**src/rtl/regfile_multiport_if.sv**
```systemverilog
// rtl/regfile_multiport_if.sv - write/reserve/read bus of the multiport register file
// master drives writes, reserves and read addresses; slave returns read data, busy flags and ready.
interface regfile_multiport_if #(
   parameter int XLEN = 32,
   parameter int NREG = 32,
   parameter int NRD  = 2
) ();
   localparam int AW = $clog2(NREG);

   logic                we;
   logic [AW-1:0]       waddr;
   logic [XLEN-1:0]     wdata;
   logic                rsv_en;
   logic [AW-1:0]       rsv_addr;
   logic [NRD*AW-1:0]   raddr;
   logic [NRD*XLEN-1:0] rdata;
   logic [NRD-1:0]      rbusy;
   logic                ready;

   modport master (
      output we, waddr, wdata, rsv_en, rsv_addr, raddr,
      input  rdata, rbusy, ready
   );

   modport slave (
      input  we, waddr, wdata, rsv_en, rsv_addr, raddr,
      output rdata, rbusy, ready
   );
endinterface

```
**src/rtl/regfile_multiport.sv**
```systemverilog
// rtl/regfile_multiport.sv - multiport register file with pending scoreboard and post-reset clear sweep
// Optional macro REGFILE_MULTIPORT_BYPASS_EN forwards same-cycle write data onto the read ports.
module regfile_multiport #(
   parameter int XLEN = 32,
   parameter int NREG = 32,
   parameter int NRD  = 2
) (
   input logic                clk,
   input logic                rst_n,
   regfile_multiport_if.slave bus
);
   localparam int AW = $clog2(NREG);

   typedef enum logic {CLEAR, RUN} state_t;

   state_t          state_q;
   logic [AW-1:0]   cnt_q;
   logic            ready_q;
   logic [NREG-1:0] busy_q;
   logic [NREG-1:0] busy_d;
   logic [XLEN-1:0] regs_q [NREG];

   logic            wr_ok;
   logic            rsv_ok;
   logic            mem_we;
   logic [AW-1:0]   mem_addr;
   logic [XLEN-1:0] mem_data;

   assign wr_ok  = (state_q == RUN) && bus.we     && (bus.waddr    != '0);
   assign rsv_ok = (state_q == RUN) && bus.rsv_en && (bus.rsv_addr != '0);

   // Reserve is applied after the write-clear so it wins on a shared address.
   always_comb begin
      busy_d = busy_q;
      if (wr_ok)  busy_d[bus.waddr]    = 1'b0;
      if (rsv_ok) busy_d[bus.rsv_addr] = 1'b1;
   end

   always_comb begin
      mem_we   = 1'b0;
      mem_addr = bus.waddr;
      mem_data = bus.wdata;
      if (state_q == CLEAR) begin
         mem_we   = 1'b1;
         mem_addr = cnt_q;
         mem_data = '0;
      end else if (wr_ok) begin
         mem_we   = 1'b1;
      end
   end

   always_ff @(posedge clk) begin
      if (!rst_n) begin
         state_q <= CLEAR;
         cnt_q   <= AW'(1);
         ready_q <= 1'b0;
         busy_q  <= '0;
      end else begin
         case (state_q)
            CLEAR: begin
               cnt_q <= cnt_q + AW'(1);
               if (cnt_q == AW'(NREG - 1)) begin
                  state_q <= RUN;
                  ready_q <= 1'b1;
               end
            end
            RUN: begin
               busy_q <= busy_d;
            end
            default: begin
               state_q <= CLEAR;
               ready_q <= 1'b0;
            end
         endcase
      end
   end

   // Storage has no reset of its own; the sweep zeroes it.
   always_ff @(posedge clk) begin
      if (rst_n && mem_we) regs_q[mem_addr] <= mem_data;
   end

   assign bus.ready = ready_q;

   for (genvar k = 0; k < NRD; k++) begin : g_rd
      logic [AW-1:0]   ra;
      logic [XLEN-1:0] d;
      logic            b;

      assign ra = bus.raddr[k*AW +: AW];

      always_comb begin
         d = '0;
         b = 1'b0;
         if ((state_q == RUN) && (ra != '0)) begin
            d = regs_q[ra];
            b = busy_q[ra];
`ifdef REGFILE_MULTIPORT_BYPASS_EN
            if (wr_ok && (ra == bus.waddr)) begin
               d = bus.wdata;
               b = rsv_ok && (bus.rsv_addr == ra);
            end
`endif
         end
      end

      assign bus.rdata[k*XLEN +: XLEN] = d;
      assign bus.rbusy[k]              = b;
   end
endmodule

```
**src/flat_wrapper.sv**
```systemverilog
// flat-port wrapper written by rule: the top's interface ports become plain ports
module regfile_multiport_flat 
#(
   parameter int XLEN = 32,
   parameter int NREG = 32,
   parameter int NRD  = 2
)
  (clk, rst_n, bus_we, bus_waddr, bus_wdata, bus_rsv_en, bus_rsv_addr, bus_raddr, bus_rdata, bus_rbusy, bus_ready);
  regfile_multiport_if #(.XLEN(XLEN), .NREG(NREG), .NRD(NRD)) bus_i ();
  input logic clk;
  input logic rst_n;
  input wire logic [$bits(bus_i.we)-1:0] bus_we;
  input wire logic [$bits(bus_i.waddr)-1:0] bus_waddr;
  input wire logic [$bits(bus_i.wdata)-1:0] bus_wdata;
  input wire logic [$bits(bus_i.rsv_en)-1:0] bus_rsv_en;
  input wire logic [$bits(bus_i.rsv_addr)-1:0] bus_rsv_addr;
  input wire logic [$bits(bus_i.raddr)-1:0] bus_raddr;
  output wire logic [$bits(bus_i.rdata)-1:0] bus_rdata;
  output wire logic [$bits(bus_i.rbusy)-1:0] bus_rbusy;
  output wire logic [$bits(bus_i.ready)-1:0] bus_ready;
  assign bus_i.we = bus_we;
  assign bus_i.waddr = bus_waddr;
  assign bus_i.wdata = bus_wdata;
  assign bus_i.rsv_en = bus_rsv_en;
  assign bus_i.rsv_addr = bus_rsv_addr;
  assign bus_i.raddr = bus_raddr;
  assign bus_rdata = bus_i.rdata;
  assign bus_rbusy = bus_i.rbusy;
  assign bus_ready = bus_i.ready;
  regfile_multiport #(.XLEN(XLEN), .NREG(NREG), .NRD(NRD)) u_core (.clk(clk), .rst_n(rst_n), .bus(bus_i));
endmodule
```
**config.mk**
```make
export PLATFORM = sky130hd
export DESIGN_NAME = regfile_multiport_flat
export DESIGN_NICKNAME = d
export VERILOG_FILES = /design/src/rtl/regfile_multiport_if.sv /design/src/rtl/regfile_multiport.sv /design/src/flat_wrapper.sv
export SDC_FILE = /design/constraint.sdc
export NUM_CORES = 1
export LEC_CHECK = 0
export CAP_MARGIN = 40
export CORE_ASPECT_RATIO = 1.25
export CORE_MARGIN = 1
export CORE_UTILIZATION = 38
export CTS_BUF_LIST = sky130_fd_sc_hd__clkbuf_8
export CTS_CLUSTER_DIAMETER = 120
export CTS_CLUSTER_SIZE = 16
export DETAILED_ROUTE_END_ITERATION = 16
export PLACE_DENSITY = 0.59
export SLEW_MARGIN = 20
export SYNTH_ARGS = -nofsm -noshare
export SYNTH_HDL_FRONTEND = slang
export SYNTH_SLANG_ARGS = --single-unit
```
**constraint.sdc**
```tcl
create_clock -name clk -period 2.9 [get_ports clk]
set_clock_uncertainty 0.15 [all_clocks]
set_input_delay 0.29 -clock clk [delete_from_list [all_inputs] [get_ports clk]]
set_output_delay 0.29 -clock clk [all_outputs]
set_load 0.005 [all_outputs]
```
==> out/metrics.cfg, run 1 <==
[detailed_routing]
drc = 0
viasPerCell = 6.26
wl_mm = 176
drt-initial-drc-count = 3982
via_count = 32800
dr.pass1.iters = 8
ant_nets = 0
wl_per_cell_um = 33.5

[run_status]
status = finished, violations left
violations = setup timing

[worst_setup_path]
worstReg2RegStart = u_core.state_q$_SDFF_PN0_
r2r_setup_slack_ns = 0.09
worst_ep_arrival_time_ns = 2.69
critPathCaptureType = output port
path_max_fanout = 2
critPathKind = flip-flop to output port
startpoint_type = flip-flop
worstPathCellList = mux4_2 > a22o_1 > a31oi_2 > buf_4 > nand4_1 > buf_2
crit_slowest_cell = mux4_2
cpPeakStageDelay_ns = 0.50
crit_family = multiplexers
cp.required_ns = 2.46
reg2reg_to = u_core.regs_q[3][17]$_DFFE_PP_
cp.buffers_inverters = 2
reg2reg_depth = 10

[placement]
dp_hpwl_mm = 115
globalplace.congestion = 0.889
io_buffer_count = 122
place_area_sq_mm = 0.0576
post-place-ws_ns = -0.332

[power]
seqPwrFrac = 0.635
p_total_mw = 26.3
power_per_cell_area_mw_per_mm2 = 439
switching_share = 0.236
p_sw_mw = 6.20
combPwrFrac = 0.087
p_leak_nw = 20.1
power_frac_clock = 0.277
p_int_mw = 20.1
ir_drop_mv = 0.279

[floorplanning]
rows = 148
dieWidth_um = 327
die_h_um = 408
io_pins = 123
core_area_sq_mm = 0.131
die_area_sq_mm = 0.134
initial_utilization = 0.385

[global_route]
met3_usage = 0.0344
met1_usage = 0.331
grt_start_max_net_pins = 42
antenna_found_initial = 5
top_usage_layer = met2
grt_pass1_wl_mm = 245
grt_pass1_vias = 33400
gr-usage-all-layers = 0.259
grt-ovfl-total = 0
grtUsageMet2 = 0.436

[synthesis]
synth_edf_count = 1024
synth.area.top_cells = edfxtp_1 61%, mux4_2 12%, mux2i_1 11%, a22oi_1 3.9%, dfxtp_1 1.6%
netlist_instances = 3096
synth_nets = 3154
mappedNetlistArea_sq_mm = 0.0502
async_flop_share = 0
ys_types = 50
synth_seq_cells = 1063
ys.flop_type = edfxtp_1
avgSynthCellArea_sq_um = 16.2
yosysWarningCount = 0
ys_seq_area_frac = 0.628
synth_top_area_cell = edfxtp_1
synth_top_area_share = 0.612

[timing]
min_period_ns = 3.13
worst_pin_slew_ns = 0.615
fin_crit_sh = 1.08
relSlewSlack = 0.589
setup_violations = 49
rsz0062_at_grt = yes
fin_ws_ns = -0.231
finalMaxSlewViolations = 0
finalHoldViolCount = 0
clock.fmax_mhz = 319

[clock_network]
cts.sinks = 1063
clockRootBuffer = clkbuf_8
tritoncts = done
clkTransAtPathRegs_ns = 0.10
h-tree-depth = 3
clock_latency_ns = 0.75
cts.path.max_buffers = 3
numCtsBuffers = 76

[final_layout]
n_fill_cell = 11100
area_delta_synth_final_pct = 19.6
multiInputGateArea_sq_mm = 0.0183
final_cell_mix = 1024 x edfxtp_1, 539 x mux2i_1, 260 x mux4_2, 241 x buf_4, 234 x a22oi_1
fin_area_sq_mm = 0.0600
drive_gt1_frac = 0.297
regArea_sq_mm = 0.0315
nNetsFinal = 3568
mostFrequentLayoutCell = edfxtp_1

[worst_hold_path]
hold-path-endpoint = u_core.cnt_q[0]$_SDFFE_PN1N_
min_path_cells = 3
hold_start = rst_n
min_path_type = primary input to flip-flop

[run]
max_cap_violations = 0

synth_stat cells (2+ instances only):
cell type  number
edfxtp_1     1024
mux2i_1       539
mux4_2        260
a22oi_1       258
nand3_1       154
nand2_1       119
buf_2          94
clkbuf_1       81
nand4_1        69
a21oi_1        56
nor2_1         46
a22o_1         42
and2_1         42
a31oi_1        41
dfxtp_1        39
buf_4          32
buf_6          32
o21ai_0        31
and3_1         30
a21boi_0       29
nor2b_1        15
nand2b_1        7
nor2_2          6
nor3_1          6
o21a_1          6
buf_1           4
and4b_1         3
clkbuf_2        2
ha_1            2
nor3b_1         2
nor3b_2         2
o31a_1          2
o32ai_1         2
or3_1           2
xnor2_1         2
state kept, by name, summed over array words and instances, names as in the netlist:
name,cells
u_core.cnt_q,5
u_core.state_q,1
u_core.bus.ready,1
u_core.regs_q,1024
u_core.busy_q,32
worst max-delay path by stage:
stage | start | end | slack, ns | depth (start not counted)
6_report | u_core.regs_q[11][25]$_DFFE_PP_ | bus_rdata[57] | -0.23 | 6
5_1_grt | u_core.regs_q[11][25]$_DFFE_PP_ | bus_rdata[57] | -0.33 | 6
4_1_cts | u_core.regs_q[11][25]$_DFFE_PP_ | bus_rdata[57] | -0.31 | 6
3_5_place_dp | bus_raddr[9] | bus_rdata[57] | -0.33 | 9
3_3_place_gp | bus_raddr[9] | bus_rdata[38] | -0.31 | 9
2_1_floorplan | u_core.state_q$_SDFF_PN0_ | u_core.regs_q[10][0]$_DFFE_PP_ | -0.28 | 6
cells by family after synthesis:
family,count (synthesis),share of synthesized area
simple gates,511,0.0525
buf+inv,247,0.0281
fa+ha+maj,2,0.000498
mux,800,0.224
xor+xnor,2,0.000349
flops,1063,0.628
compound gates,471,0.0662
power groups by stage:
stage / clock network (mW) / registers (mW) / logic [mW]
2_1_floorplan: 0 / 17.1 / 1.22
3_3_place_gp: 0 / 17.1 / 2.25
3_5_place_dp: 0 / 17.1 / 2.25
4_1_cts: 7.42 / 16.7 / 2.28
5_1_grt: 7.88 / 16.8 / 2.37
6_report: 7.30 / 16.7 / 2.30
layout make-up:
class / count / share of cell area
clock inverter: 11 / 0.00146
antenna: 4 / 0.000167
clock buffer: 77 / 0.0177
timing repair buffer: 582 / 0.114
inverter: 1 / 0.0000625
multi-input combinational: 1786 / 0.305
sequential: 1063 / 0.525
tap: 1725 / 0.0360
per-stage QoR:
step / setup TNS, ns / instances / hold WS (ns) / util
after floorplan: -229.11 / 3096 / 0.293 / -
after global placement: -6.62 / 5104 / 0.302 / 0.441
after detailed placement: -7.10 / 5105 / 0.307 / 0.441
after CTS: -10.14 / 5230 / 0.166 / 0.458
after global routing: -8.13 / 5248 / 0.236 / 0.460
final: -3.54 / 5249 / 0.248 / 0.460
worst register-to-register path, delay by kind of cell (launching register included):
family / cells / cell delay, ns
AND/OR/NAND/NOR: 3 / 0.56
flip-flops: 1 / 0.43
AO/OA/AOI/OAI: 1 / 0.26
buffers and inverters: 6 / 1.11
metal layers:
metal / up-vias / wire length [um]
met2: 1736 / 86500
li1: 13500 / -
met4: 2 / 8510
met5: - / 11
met3: 419 / 13500
met1: 17200 / 67100
timing repair:
item                                   CTS  global route
hold buffers                             0             0
gates resized for setup                427            49
endpoints found under the hold margin    0             0
setup buffers                           39            28
pin swaps                               95            85
setup endpoints to repair               66           182
gates cloned                             8             1
Note: power is estimated with default switching activity, not from simulation.
==> run 2: changes to the inputs <==
Settings changed: CORE_UTILIZATION 38 to 45, PLACE_DENSITY 0.59 to 0.67.
==> run 2 against run 1 <==
- sequential power about the same
- clock power down 0.5%
- setup slack worse by 0.20 ns
- critical path depth up 3
- via count up 1.5%
- highest routed layer unchanged
- power down 0.11%
- register-to-register slack better by 0.39 ns
- utilization up 7.8 points
- routed wire length down 3.2%
- the run still ends with setup timing left
- final cell count down 5.3%
==> out/metrics.cfg, run 2 (synthesis results as in run 1) <==
[run_status]
status = finished, violations left  ; unchanged
violations = setup timing  ; unchanged

[global_route]
grt_pass1_vias = 33600  ; was 33400
grt_start_max_net_pins = 36  ; was 42
antenna_found_initial = 3  ; was 5
grt-ovfl-total = 0  ; unchanged
grt_pass1_wl_mm = 239  ; was 245 mm
gr-usage-all-layers = 0.300  ; was 0.259

[worst_hold_path]
min_path_cells = 3  ; unchanged
hold_start = rst_n  ; unchanged
min_path_type = primary input to flip-flop  ; unchanged

[worst_setup_path]
worstReg2RegStart = u_core.state_q$_SDFF_PN0_  ; unchanged
cp.required_ns = 2.46  ; about the same
path_depth = 9  ; was 6
critPathLaunch = u_core.state_q$_SDFF_PN0_  ; was u_core.regs_q[11][25]$_DFFE_PP_
crit_family = buffers and inverters  ; was multiplexers
critPathCaptureType = output port  ; unchanged
worst_ep_arrival_time_ns = 2.90  ; was 2.69 ns
critPathCapture = bus_rdata[3]  ; was bus_rdata[57]
reg2reg_depth = 5  ; was 10
cp.buffers_inverters = 5  ; was 2
critPathKind = flip-flop to output port  ; unchanged
startpoint_type = flip-flop  ; unchanged
path_max_fanout = 10  ; was 2
crit_slowest_cell = dfxtp_4  ; was mux4_2
r2r_setup_slack_ns = 0.48  ; was 0.09 ns
reg2reg_to = u_core.regs_q[10][24]$_DFFE_PP_  ; was u_core.regs_q[3][17]$_DFFE_PP_
cpPeakStageDelay_ns = 0.38  ; was 0.50 ns
worstPathCellList = buf_6 > buf_4 > nand3_2 > buf_6 > a21oi_1 > nand3_1 > nand4_1 > buf_4 > dlygate4sd2_1  ; was mux4_2 > a22o_1 > a31oi_2 > buf_4 > nand4_1 > buf_2

[timing]
tns_ns = -8.85  ; was -3.54 ns
holdWs_ns = 0.225  ; was 0.248 ns
setup_violations = 55  ; was 49
rsz0062_at_grt = yes  ; unchanged
finalMaxSlewViolations = 0  ; unchanged
min_period_ns = 3.34  ; was 3.13 ns
fin_ws_ns = -0.436  ; was -0.231 ns
fin_crit_sh = 1.15  ; was 1.08
clock.fmax_mhz = 300  ; was 319 MHz
finalHoldViolCount = 0  ; unchanged
worst_pin_slew_ns = 0.617  ; was 0.615 ns
relSlewSlack = 0.586  ; was 0.589

[detailed_routing]
wl_met1_mm = 60.8  ; was 67.1 mm
ant_nets = 0  ; unchanged
wl_per_cell_um = 34.2  ; was 33.5 um
wl_met2_mm = 81.2  ; was 86.5 mm
wl_mm = 170  ; was 176 mm
via_count = 33300  ; was 32800
drc = 0  ; unchanged
viasPerCell = 6.71  ; was 6.26
dr.max_layer_used = met5  ; unchanged
met3WireLength_mm = 17.2  ; was 13.5 mm
dr.pass1.iters = 6  ; was 8
drt-initial-drc-count = 4509  ; was 3982

[clock_network]
h-tree-depth = 3  ; unchanged
clkTransAtPathRegs_ns = 0.12  ; was 0.10 ns
numCtsBuffers = 76  ; unchanged
cts.sinks = 1063  ; unchanged
clockRootBuffer = clkbuf_8  ; unchanged
tritoncts = done  ; unchanged
cts_hold_buf = 0  ; unchanged
cts.path.max_buffers = 3  ; unchanged
clock_latency_ns = 0.81  ; was 0.75 ns

[final_layout]
area_delta_synth_final_pct = 18.0  ; was 19.6%
top_regs = u_core.regs_q x1024, u_core.busy_q x32, u_core.cnt_q x5  ; unchanged
nNetsFinal = 3561  ; was 3568
drive_gt1_frac = 0.283  ; was 0.297
n_fill_cell = 8755  ; was 11100
largest_reg_flops = 1024  ; unchanged
largest_register = u_core.regs_q  ; unchanged
final_cell_mix = 1024 x edfxtp_1, 539 x mux2i_1, 260 x mux4_2, 254 x a22oi_1, 246 x buf_4  ; was 1024 x edfxtp_1, 539 x mux2i_1, 260 x mux4_2, 241 x buf_4, 234 x a22oi_1
mostFrequentLayoutCell = edfxtp_1  ; unchanged

[placement]
globalplace.congestion = 0.909  ; was 0.889
post-place-ws_ns = -0.439  ; was -0.332 ns
io_buffer_count = 122  ; unchanged
dp_hpwl_mm = 112  ; was 115 mm

[floorplanning]
core_area_sq_mm = 0.110  ; was 0.131 sq mm
dieWidth_um = 301  ; was 327 um
die_area_sq_mm = 0.113  ; was 0.134 sq mm
io_pins = 123  ; unchanged
die_h_um = 375  ; was 408 um
rows = 136  ; was 148
initial_utilization = 0.455  ; was 0.385

[power]
ir_drop_mv = 0.346  ; was 0.279 mV
p_int_mw = 20.1  ; about the same
switching_share = 0.235  ; was 0.236
combPwrFrac = 0.088  ; was 0.087
p_leak_nw = 20.0  ; was 20.1 nW
p_sw_mw = 6.17  ; was 6.20 mW
power_frac_clock = 0.276  ; was 0.277
seqPwrFrac = 0.636  ; was 0.635
p_total_mw = 26.3  ; about the same
power_per_cell_area_mw_per_mm2 = 444  ; was 439 mW/mm^2

[run]
max_cap_violations = 0  ; unchanged

[run 2: cell count changes in the layout (fill, tap and decap cells not counted), sizes merged, moves of 2 or more]
cell,previous run,this run
buf,530,516
clkbuf,78,76
dlymetal6s2s,0,2
clkdlybuf4s50,50,53
dlygate4sd2,0,2
inv,10,16
[run 2: worst min path at each step]
stage                                      to  slack, ns
2_1_floorplan   u_core.busy_q[0]$_SDFFE_PN0P_       0.29
3_3_place_gp    u_core.bus.ready$_SDFFE_PN0P_       0.30
3_5_place_dp    u_core.bus.ready$_SDFFE_PN0P_       0.31
4_1_cts        u_core.busy_q[19]$_SDFFE_PN0P_       0.17
5_1_grt        u_core.busy_q[25]$_SDFFE_PN0P_       0.20
6_report       u_core.busy_q[25]$_SDFFE_PN0P_       0.23
[run 2: worst min-delay path: stages]
cell and delay (ns):
clkdlybuf4s50_1 0.51, buf_4 0.22, a21boi_0 0.12
[run 2: metrics by stage]
stage / std cells / area (sq um) / utilization
floorplan: 3096 / 50200 / -
global placement: 4838 / 57400 / 0.521
detailed placement: 4839 / 57400 / 0.521
CTS: 4964 / 59100 / 0.536
global route: 4968 / 59200 / 0.537
finish: 4970 / 59300 / 0.537
[run 2: layout make-up]
cell class,instances,area (sq um),share of cell area
diodes,3,7.51,0.000127
multi-input cells,1786,18000,0.304
clock buffers,76,1050,0.0177
repair buffers,575,6720,0.113
clock inverters,17,109,0.00184
inverters,1,3.75,0.0000633
well taps,1449,1810,0.0306
flip-flops and latches,1063,31500,0.532
[run 2: power by group through the flow]
stage          clock network [mW]  logic (mW)  registers (mW)
2_1_floorplan                   0        1.22            17.1
3_3_place_gp                    0        2.26            17.1
3_5_place_dp                    0        2.27            17.1
4_1_cts                      7.32        2.28            16.7
5_1_grt                      7.80        2.37            16.7
6_report                     7.26        2.32            16.7
[run 2: timing repair]
action | 4_1_cts | 5_1_grt
cloned | 2 | 0
setup buffers | 37 | 13
pin swaps | 79 | 45
setup endpoints to repair | 66 | 64
gates resized for setup | 323 | 54
[run 2: metal layers]
metal | GRT usage | vias to the layer above
met2 | 0.486 | 2239
li1 | - | 13500
met3 | 0.0555 | 552
met1 | 0.378 | 17100
met4 | 0.173 | 2
met5 | 0 | -
